`src/rtl/vcache_stat_pkg.sv`:
```
// vcache_stat_pkg: event ids, event count and FSM states shared by the vcache statistics collector
package vcache_stat_pkg;

   localparam int vcache_stat_num_events_gp = 5;

   typedef enum logic [2:0] {
      e_ld         = 3'd0,
      e_st         = 3'd1,
      e_ld_miss    = 3'd2,
      e_st_miss    = 3'd3,
      e_miss_stall = 3'd4
   } vcache_stat_event_e;

   typedef enum logic {
      e_idle = 1'b0,
      e_send = 1'b1
   } vcache_stat_state_e;

endpackage

```
`src/rtl/vcache_sat_counter.sv`:
```
// vcache_sat_counter: saturating event counter; a clear coinciding with an increment restarts at 1
module vcache_sat_counter #(
   parameter int width_p = 32
) (
   input  logic               clk_i,
   input  logic               reset_i,
   input  logic               clear_i,
   input  logic               inc_i,
   output logic [width_p-1:0] count_o
);

   logic [width_p-1:0] r_count;

   always_ff @(posedge clk_i) begin
      if (reset_i) r_count <= '0;
      else if (clear_i) r_count <= width_p'(inc_i);
      else if (inc_i & ~&r_count) r_count <= r_count + width_p'(1);
   end

   assign count_o = r_count;

endmodule

```
`src/rtl/vcache_stat_collector.sv`:
```
// vcache_stat_collector: per-bank saturating vcache event counters with atomic snapshot and
// bank-major valid/yumi readout of the shadow copy
module vcache_stat_collector
   import vcache_stat_pkg::*;
#(
   parameter int num_banks_p         = 1,
   parameter int counter_width_p     = 32,
   parameter int tag_width_p         = 32,
   parameter int clear_on_snapshot_p = 0,
   localparam int bank_width_lp      = (num_banks_p > 1) ? $clog2(num_banks_p) : 1
) (
   input  logic                       clk_i,
   input  logic                       reset_i,
   input  logic [num_banks_p-1:0]     v_o_i,
   input  logic [num_banks_p-1:0]     yumi_i,
   input  logic [num_banks_p-1:0]     v_v_r_i,
   input  logic [num_banks_p-1:0]     miss_v_i,
   input  logic [num_banks_p-1:0]     ld_op_i,
   input  logic [num_banks_p-1:0]     st_op_i,
   input  logic [31:0]                global_ctr_i,
   input  logic                       snapshot_v_i,
   input  logic [tag_width_p-1:0]     snapshot_tag_i,
   output logic                       snapshot_ready_o,
   output logic                       stat_v_o,
   output logic [counter_width_p-1:0] stat_data_o,
   output logic [bank_width_lp-1:0]   stat_bank_o,
   output vcache_stat_event_e         stat_event_o,
   output logic [tag_width_p-1:0]     stat_tag_o,
   output logic [31:0]                stat_global_ctr_o,
   output logic                       stat_last_o,
   input  logic                       stat_yumi_i
);

   localparam int ne_lp = vcache_stat_num_events_gp;

   logic [ne_lp-1:0]           w_ev     [num_banks_p];
   logic [counter_width_p-1:0] w_cnt    [num_banks_p][ne_lp];
   logic [counter_width_p-1:0] w_snap   [num_banks_p][ne_lp];
   logic [counter_width_p-1:0] r_shadow [num_banks_p][ne_lp];
   logic [num_banks_p-1:0]     w_hs;
   logic                       w_accept, w_beat_done, w_clear;
   logic [bank_width_lp-1:0]   r_bank;
   vcache_stat_event_e         r_ev;
   logic [tag_width_p-1:0]     r_tag;
   logic [31:0]                r_gctr;
   vcache_stat_state_e         r_state, w_state_n;

   assign w_hs    = v_o_i & yumi_i;
   assign w_clear = (clear_on_snapshot_p != 0) & w_accept;

   for (genvar b = 0; b < num_banks_p; b++) begin : g_bank
      assign w_ev[b] = {v_v_r_i[b] & miss_v_i[b] & ~(v_o_i[b] | yumi_i[b]),
                        w_hs[b] & st_op_i[b] & miss_v_i[b],
                        w_hs[b] & ld_op_i[b] & miss_v_i[b],
                        w_hs[b] & st_op_i[b],
                        w_hs[b] & ld_op_i[b]};
      for (genvar e = 0; e < ne_lp; e++) begin : g_ev
         vcache_sat_counter #(.width_p(counter_width_p)) u_ctr (
            .clk_i   (clk_i),
            .reset_i (reset_i),
            .clear_i (w_clear),
            .inc_i   (w_ev[b][e]),
            .count_o (w_cnt[b][e])
         );
         // The snapshot must include this cycle's event, so mirror the counter's next value
         assign w_snap[b][e] = (w_ev[b][e] & ~&w_cnt[b][e]) ? w_cnt[b][e] + counter_width_p'(1) : w_cnt[b][e];
      end
   end

   always_ff @(posedge clk_i) begin
      r_state <= reset_i ? e_idle : w_state_n;
   end

   always_comb begin
      snapshot_ready_o = (r_state == e_idle);
      stat_v_o         = (r_state == e_send);
      w_accept         = snapshot_ready_o & snapshot_v_i;
      w_beat_done      = stat_v_o & stat_yumi_i;
      stat_last_o      = stat_v_o & (r_bank == bank_width_lp'(num_banks_p - 1)) & (r_ev == e_miss_stall);
      w_state_n        = w_accept ? e_send : (w_beat_done & stat_last_o) ? e_idle : r_state;
   end

   always_ff @(posedge clk_i) begin
      if (reset_i) begin
         r_shadow <= '{default: '0};
         r_bank   <= '0;
         r_ev     <= e_ld;
         r_tag    <= '0;
         r_gctr   <= '0;
      end else if (w_accept) begin
         r_shadow <= w_snap;
         r_bank   <= '0;
         r_ev     <= e_ld;
         r_tag    <= snapshot_tag_i;
         r_gctr   <= global_ctr_i;
      end else if (w_beat_done) begin
         r_ev   <= (r_ev == e_miss_stall) ? e_ld : vcache_stat_event_e'(r_ev + 3'd1);
         r_bank <= stat_last_o ? '0 : (r_ev == e_miss_stall) ? r_bank + bank_width_lp'(1) : r_bank;
      end
   end

   assign stat_data_o       = r_shadow[r_bank][r_ev];
   assign stat_bank_o       = r_bank;
   assign stat_event_o      = r_ev;
   assign stat_tag_o        = r_tag;
   assign stat_global_ctr_o = r_gctr;

endmodule

```
`config.mk`:
```
export PLATFORM = sky130hd
export DESIGN_NAME = vcache_stat_collector
export DESIGN_NICKNAME = d
export VERILOG_FILES = /design/src/rtl/vcache_stat_pkg.sv /design/src/rtl/vcache_sat_counter.sv /design/src/rtl/vcache_stat_collector.sv
export SDC_FILE = /design/constraint.sdc
export NUM_CORES = 1
export LEC_CHECK = 0
export BUFFER_PORTS_ARGS = -buffer_cell sky130_fd_sc_hd__buf_2
export CAP_MARGIN = 20
export CORE_MARGIN = 2
export CORE_UTILIZATION = 40
export CTS_CLUSTER_SIZE = 40
export DETAILED_ROUTE_END_ITERATION = 10
export PLACE_DENSITY = 0.63
export REMOVE_ABC_BUFFERS = 1
export SKIP_LAST_GASP = 1
export SYNTH_ARGS = -nofsm -noshare
export SYNTH_HDL_FRONTEND = slang
export SYNTH_SLANG_ARGS = --single-unit
```
`constraint.sdc`:
```
create_clock -name clk_i -period 2.5 [get_ports clk_i]
set_input_delay 0.25 -clock clk_i [delete_from_list [all_inputs] [get_ports clk_i]]
set_output_delay 0.25 -clock clk_i [all_outputs]
set_load 0.02 [all_outputs]
```
## Yosys cells after proc, flatten, opt, wreduce, memory -nomap -nowiden

Cells that the tools add are included.

- Logic and storage cells: 75
- Input bits: 74
- Flip-flop bits (word level): 389

- Reductions and logical operators: 14
- Magnitude comparators: 2
- Bitwise gates (word level): 22
- Eq/ne operators: 1
- $add $sub $neg: 7
- Muxes and demuxes: 14

Operators by type and width:

| cell | number |
|---|---|
| 2-to-1 mux 32 bit | 7 |
| adder 32 x 1 -> 32 bit, second input constant | 5 |
| 2-to-1 mux 160 bit | 1 |
| AND reduction 32 bit | 5 |
| binary-select mux 32 bit (select 3 bit) | 1 |
| bitwise AND 1 bit | 17 |
| logical NOT 1 bit | 5 |
| >= comparator 4 bit, second input constant | 1 |
| 2-to-1 mux 1 bit | 4 |
| inverter 3 -> 4 bit | 1 |
| nonzero test 2 bit | 2 |
| adder 3 x 1 -> 3 bit, second input constant | 1 |
| equality test 3 bit, second input constant | 1 |
| 2-to-1 mux 3 bit | 1 |
| inverter 1 bit | 3 |
| AND reduction 2 bit | 1 |
| OR reduction 2 bit | 1 |
| adder 1 bit, second input constant | 1 |
| < comparator 1 bit, second input constant | 1 |
| OR 1 bit | 1 |

## Logic depth before layout (Yosys ltp)

Gate-level depths: netlist of the first run.

- Depth in word-level cells: 6
- Gate-level depth with buffers: 8
- Depth with buffers taken out: 6

## Modules after synthesis

Synthesis of the first run repeated with hierarchy kept, for this count alone.

- Cell total of the unflattened synthesis: 2616
- Area, all modules: 21364.2 um^2

Modules (own cells, without submodules):

| module | cells an instance | area each (um^2) | times used | seq. area each (um^2) |
|---|---|---|---|---|
| vcache_stat_collector | 1591 | 13056.3 | 1 | 4584.4 |
| vcache_sat_counter | 205 | 1661.6 | 5 | 640.6 |

## Worst setup path before layout of the first run

No wires, ideal clock.

- Path type: reg-to-output
- Start: register r_ev[0] (netlist: stat_event_o[0])
- End: output port stat_data_o[10]
- Path slack: 155 ps
- Arrival time: 2095 ps
- Cell stages (with the launch flop): 6
- Cell sequence: dfxtp_1 clkbuf_1 buf_1 mux4_2 inv_1 o21ai_0

- Word-level cells in the longest chain between the ends: 4

Ends and longest elaborated chain:

| what | line | text |
|---|---|---|
| start: declaration | vcache_stat_collector.sv:43 | `vcache_stat_event_e r_ev;` |
| start signal: assignment | vcache_stat_collector.sv:87 | `r_ev <= e_ld;` |
| start signal: assignment | vcache_stat_collector.sv:93 | `r_ev <= e_ld;` |
| start signal: assignment | vcache_stat_collector.sv:97 | `r_ev <= (r_ev == e_miss_stall) ? e_ld : vcache_stat_event_e'(r_ev + 3'd1);` |
| inverter 3 -> 4 bit (not written as such) | vcache_stat_collector.sv:102 | `assign stat_data_o = r_shadow[r_bank][r_ev];` |
| binary-select mux 32 bit (select 3 bit) | vcache_stat_collector.sv:102 |  |
| 2-to-1 mux 32 bit (not written as such) (2 in a row) | vcache_stat_collector.sv:102 |  |
| end: declaration | vcache_stat_collector.sv:25 | `output logic [counter_width_p-1:0] stat_data_o,` |

No other way between the ends. The select of a mux whose other input is x is not followed.

## Final worst setup path of the first run

Same ends and word-level chain as after synthesis.

==> impl_metrics.yaml, run 1 <==
outcome:
  status: "finished, final reports clean"
place:
  place.gp.congestion: 1.001
  hpwl_mm: 37.19
  dp_slack_ns: 0.1618
  portBuffers: 176
global_routing:
  grt_usage_pct: 23.78
  grt_remaining_overflow: 0
  grt_pass1_wl_mm: 83.88
  grt_max_degree: 169
  antenna_found_initial: 1
  grt_pass1_vias: 15266
route:
  firstDrtPassIters: 7
  wl_mm: 53.76
  drc: 0
  viasPerCell: 5.743
  routedWlPerCell_um: 19.15
  ant_nets: 0
  vias: 16121
  drt_iter0_drc: 1349
worst_setup_path:
  start_kind: "flip-flop"
  worstSetupEndpoint: "stat_data_o[10]"
  required_ns: 2.25
  r2r_end: "r_shadow[72]$_SDFFE_PP0P_"
  critPathMaxFanout: 8
  cp-end-kind: "output port"
  crit_start: "stat_event_o[0]$_SDFFE_PP0P_"
  path_class: "flip-flop to output port"
  rr_startpoint: "g_bank[0].g_ev[2].u_ctr.count_o[14]$_SDFF_PP0_"
  reg2reg_slack_ns: 0.09
  r2r_cells: 5
  arrival_ns: 2.18
sta:
  tns_ns: 0
  hold_ws_ns: 0.03902
  rsz0062_at_grt: "yes"
  slew_viol_final: 0
  finalSetupViolCount: 0
  period_needed_ns: 2.429
  finalHoldViolCount: 0
  period_share_pct: 97.17
  slew_headroom_pct: 41.66
  tightest_slew_ns: 0.8752
  fin_ws_ns: 0.07082
  fmaxAchievable_mhz: 411.7
  fin_skew_ns: 0.01566
power:
  post-layout-total-power_uw: 14450
  power_per_cell_area_mw_per_mm2: 685.2
  p_leak_uw: 0.007498
  peakVddDrop_uv: 463.5
synth:
  synth_common_cells: "389 x dfxtp_1, 243 x nand2_1, 235 x o21ai_0"
  syn_area_mm2: 0.01716
  synth.most_common_cell: "dfxtp_1"
  synthTopCellsByArea: "dfxtp_1 45%, o21ai_0 6.9%, a21oi_1 6.2%"
  ys.flop_type: "dfxtp_1"
  synth.top_cell.area_share_pct: 45.38
  syn_avg_cell_area_um2: 8.525
  yosys_register_bits: 389
  yosys.area.top_type: "dfxtp_1"
  synth_edf_count: 0
  netlist_instances: 2013
  synthArstFlopShare_pct: 0
  yosysUniqueCellTypes: 60
  yosys_warnings: 0
  seq_area_frac_synth_pct: 45.38
floorplanning:
  ioPinCount: 177
  dieArea_mm2: 0.04458
  initial_utilization_pct: 40.73
  coreArea_mm2: 0.04213
  die_height_um: 211.1
  rows: 75
  fp.dieW_um: 211.1
clock_network:
  cts_tree: "yes"
  cts_buffers: 44
  postCtsSetupBuffers: 0
  cts.sinks: 389
  clock_latency_ns: 0.56
  clk_pin_slew_ns: 0.06
  root_buffer: "clkbuf_16"
  htree_levels: 2
  max-clock-path-buffers: 3
cells_and_area:
  n_fill_cell: 3960
  area_delta_synth_final_pct: 22.92
  drive_above_1_share_pct: 18.04
  nets: 2315
job:
  drv_cap: 0
min_path:
  hold_path.class: "input pin to flip-flop"
## logic make-up after synthesis
kind of cell	Yosys count	synth area share [%]
AO/OA/AOI/OAI	626	20.95
XOR/XNOR	70	3.572
adder cells (fa/ha/maj)	7	0.5103
buffers and inverters	188	4.302
flip-flops	389	45.38
multiplexers	42	4.783
AND/OR/NAND/NOR	691	20.50
## metal layers
| metal | track usage (%) | wire [µm] | share of wire (%) |
|---|---|---|---|
| met5 | 0 | 0 | 0 |
| met4 | 7.965 | 1488 | 2.8 |
| met3 | 4.297 | 3225 | 6.0 |
| met2 | 39.34 | 25370 | 47 |
| met1 | 31.31 | 23670 | 44 |
## power breakdown
group | switching, µW | internal (µW) | leakage, µW
clock | 2620 | 4160 | 0.000754
sequential | 161 | 6420 | 0.00317
combinational | 679 | 423 | 0.00357
total | 3460 | 11000 | 0.00750
## state kept, by name, summed over array words and instances (netlist names)
register                   cells
stat_v_o                       1
r_shadow                     160
stat_global_ctr_o             32
stat_bank_o                    1
g_bank.g_ev.u_ctr.count_o    160
stat_tag_o                    32
stat_event_o                   3
## how the worst min path moves through the flow
stage	start	endpoint	slack, ns	depth (start not counted)
floorplan	reset_i	g_bank[0].g_ev[0].u_ctr.count_o[10]$_SDFF_PP0_	0.32	1
global placement	r_shadow[120]$_SDFFE_PP0P_	r_shadow[120]$_SDFFE_PP0P_	0.43	2
global route	reset_i	g_bank[0].g_ev[1].u_ctr.count_o[26]$_SDFF_PP0_	0.02	2
detailed placement	r_shadow[153]$_SDFFE_PP0P_	r_shadow[153]$_SDFFE_PP0P_	0.44	2
finish	reset_i	g_bank[0].g_ev[1].u_ctr.count_o[26]$_SDFF_PP0_	0.04	2
CTS	reset_i	g_bank[0].g_ev[1].u_ctr.count_o[26]$_SDFF_PP0_	0.007	2
## cells in the final DEF (no fill, tap or decap), types with 7 or more instances in the layout
| master | count |
|---|---|
| and4_1 | 25 |
| a21oi_1 | 211 |
| o21ai_0 | 235 |
| mux4_2 | 32 |
| buf_2 | 175 |
| nand3_1 | 71 |
| or4_1 | 29 |
| o31ai_1 | 29 |
| ha_1 | 7 |
| dlygate4sd3_1 | 66 |
| nor2_1 | 109 |
| clkbuf_16 | 46 |
| clkbuf_8 | 15 |
| buf_12 | 8 |
| nor3_1 | 23 |
| a211oi_1 | 7 |
| nor4_1 | 19 |
| o2111ai_1 | 7 |
| or2_2 | 12 |
| inv_1 | 43 |
| or3_1 | 58 |
| xnor2_1 | 41 |
| nand2_1 | 242 |
| mux2i_1 | 10 |
| buf_4 | 67 |
| xor2_1 | 29 |
| clkbuf_1 | 7 |
| a31oi_1 | 79 |
| and3_1 | 25 |
| dfxtp_1 | 388 |
| nand4_1 | 50 |
## area by class of cell
type	instances	area, µm²	share of cell area (%)
repair buffers	319	2263	10.73
clock buffers	67	1359	6.441
flip-flops and latches	389	7791	36.93
diodes	1	2.502	0.01186
inverters	44	166.4	0.7889
clock inverters	12	176.4	0.8363
well taps	539	674.4	3.197
multi-input cells	1436	8662	41.06
## stage by stage
step	std cells	area (µm²)	util, %
final	2807	21100	50.07
after global routing	2806	21090	50.06
after CTS	2805	21060	49.98
after detailed placement	2659	18830	44.69
after global placement	2659	18830	44.69
after floorplan	1869	16590	-
## repair_timing
| item | in CTS | in global routing |
|---|---|---|
| endpoints found under the hold margin | 65 | 0 |
| endpoints found under the setup margin | 21 | 23 |
| gates resized for setup | 2 | 2 |
| cloned | 1 | 1 |
| hold buffers | 66 | 0 |
| pin swaps | 0 | 0 |
## worst max-delay path, cell delays in order, from the launching register on
cell,delay (ns)
dfxtp_4,0.46
clkbuf_16,0.22
mux4_2,0.59
inv_1,0.08
o21ai_0,0.07
buf_2,0.18
Power figures use the tool's default switching activity.
==> run 2, diff against run 1 <==
--- a/config.mk
+++ b/config.mk
@@ -5,6 +5,7 @@
 export SDC_FILE = /design/constraint.sdc
 export NUM_CORES = 1
 export LEC_CHECK = 0
+export ABC_CLOCK_PERIOD_IN_PS = 2500
 export BUFFER_PORTS_ARGS = -buffer_cell sky130_fd_sc_hd__buf_2
 export CAP_MARGIN = 20
 export CORE_MARGIN = 2
@@ -12,7 +13,6 @@
 export CTS_CLUSTER_SIZE = 40
 export DETAILED_ROUTE_END_ITERATION = 10
 export PLACE_DENSITY = 0.63
-export REMOVE_ABC_BUFFERS = 1
 export SKIP_LAST_GASP = 1
 export SYNTH_ARGS = -nofsm -noshare
 export SYNTH_HDL_FRONTEND = slang
==> impl_metrics.yaml, run 2 (synthesis gave the netlist of run 1 again) <==
outcome:
  status: "finished, final reports clean"
cells_and_area:
  nets: 2326
  drive_above_1_share_pct: 18.56
  mostFrequentLayoutCell: "dfxtp_1"
  final_cell_mix: "388 x dfxtp_1, 242 x nand2_1, 235 x o21ai_0, 211 x a21oi_1, 175 x buf_2"
  area_delta_synth_final_pct: 23.45
  fin_util_pct: 50.28
clock_network:
  clk_pin_slew_ns: 0.06
  cts.sinks: 389
  cts_buffers: 43
  htree_levels: 2
  cts_tree: "yes"
  max-clock-path-buffers: 3
  clock_latency_ns: 0.56
  root_buffer: "clkbuf_16"
route:
  drc: 0
  drt_iter0_drc: 1476
  wl_mm: 55.14
  vias: 16385
  firstDrtPassIters: 5
  ant_nets: 0
  routedWlPerCell_um: 19.55
  viasPerCell: 5.810
worst_setup_path:
  r2r_cells: 5
  start_kind: "flip-flop"
  cp-end-kind: "output port"
  r2r_end: "r_shadow[125]$_SDFFE_PP0P_"
  path_class: "flip-flop to output port"
  required_ns: 2.25
  crit_start: "stat_event_o[0]$_SDFFE_PP0P_"
  arrival_ns: 2.17
  critPathMaxFanout: 10
  rr_startpoint: "g_bank[0].g_ev[1].u_ctr.count_o[4]$_SDFF_PP0_"
  reg2reg_slack_ns: 0.17
power:
  power_per_cell_area_mw_per_mm2: 693.8
  p_leak_uw: 0.007556
  p_int_uw: 11150
  switching_share_pct: 24.14
  peakVddDrop_uv: 628.3
  post-layout-total-power_uw: 14700
  combPwrFrac_pct: 7.6
  p_sw_uw: 3547
  p_seq_share_pct: 44.8
  p_clk_share_pct: 47.7
place:
  hpwl_mm: 37.74
  place.gp.congestion: 0.9177
  portBuffers: 176
sta:
  fmaxAchievable_mhz: 413.9
  period_needed_ns: 2.416
  finalSetupViolCount: 0
  tightest_slew_ns: 1.035
  slew_viol_final: 0
  period_share_pct: 96.63
  hold_ws_ns: 0.07399
  slew_headroom_pct: 30.77
  finalHoldViolCount: 0
  rsz0062_at_grt: "no"
  fin_skew_ns: 0.01409
  tns_ns: 0
synth:
  syn_nets: 2094
floorplanning:
  coreArea_mm2: 0.04213
  dieArea_mm2: 0.04458
  die_height_um: 211.1
  initial_utilization_pct: 40.73
  ioPinCount: 177
  rows: 75
  fp.dieW_um: 211.1
global_routing:
  grt_remaining_overflow: 0
  antenna_found_initial: 2
  grt_max_degree: 109
  grt_usage_pct: 24.28
  grt_pass1_wl_mm: 85.58
  grt_pass1_vias: 15459
min_path:
  hold_path.class: "input pin to flip-flop"
  hold_path_depth: 2
  hp-start: "reset_i"
  holdPathEnd: "g_bank[0].g_ev[2].u_ctr.count_o[10]$_SDFF_PP0_"
job:
  drv_cap: 0
[run 2: cell types whose count changed in the layout (fill, tap and decap cells not counted), moves of 2 or more]
cell,change
inv_6,+4
o31ai_2,-2
o31ai_1,+2
clkinv_2,+3
clkbuf_8,-8
bufinv_16,+5
buf_4,+12
clkbuf_1,-3
clkbuf_16,-3
[run 2: worst max-delay path by stage]
stage | to | slack, ns | depth (start not counted)
after floorplan | stat_data_o[10] | 0.15 | 5
after global routing | stat_data_o[2] | 0.01 | 5
after global placement | r_shadow[60]$_SDFFE_PP0P_ | 0.22 | 6
after CTS | stat_data_o[2] | 0.04 | 5
final | stat_data_o[5] | 0.08 | 5
after detailed placement | r_shadow[60]$_SDFFE_PP0P_ | 0.17 | 6
[run 2: timing repair]
item | 4_1_cts | 5_1_grt
endpoints found under the setup margin | 10 | 15
hold buffers | 66 | 0
endpoints found under the hold margin | 65 | 0
resized for setup | 2 | 4
buffers inserted | 0 | 0
[run 2: final cells by class]
| type | count | area [µm²] |
|---|---|---|
| clock inverters | 25 | 376.6 |
| inverters | 44 | 166.4 |
| well taps | 539 | 674.4 |
| repair buffers | 331 | 2327 |
| clock buffers | 54 | 1187 |
| flip-flops and latches | 389 | 7791 |
| fillers | 3819 | 20950 |
| diodes | 2 | 5.005 |
| multi-input cells | 1436 | 8657 |
[run 2: through the flow]
stage	instances	instance area, µm²	setup slack [ns]
after floorplan	2013	17160	0.1547
after global placement	2673	18940	0.2238
after detailed placement	2673	18940	0.1712
after CTS	2818	21170	0.03814
after global routing	2819	21180	0.01222
final	2820	21190	0.08423
[run 2: layer usage]
metal,global-route usage [%],wire length (µm)
met5,0,0
met4,10.32,2340
met3,4.118,3408
met2,38.92,25200
met1,32.32,24200
[run 2: power groups by stage]
stage / registers, µW / logic, µW / clock network [µW]
after CTS: 6570 / 1100 / 7100
after global routing: 6590 / 1210 / 7390
final: 6580 / 1110 / 7010
after global placement: 6700 / 997 / 0
after floorplan: 6700 / 572 / 0
after detailed placement: 6710 / 1010 / 0
[run 2: critical path, cell delays in order, from the launching register on]
cell	delay, ns
dfxtp_4	0.42
buf_8	0.18
mux4_2	0.57
inv_1	0.07
o21ai_0	0.14
buf_2	0.22
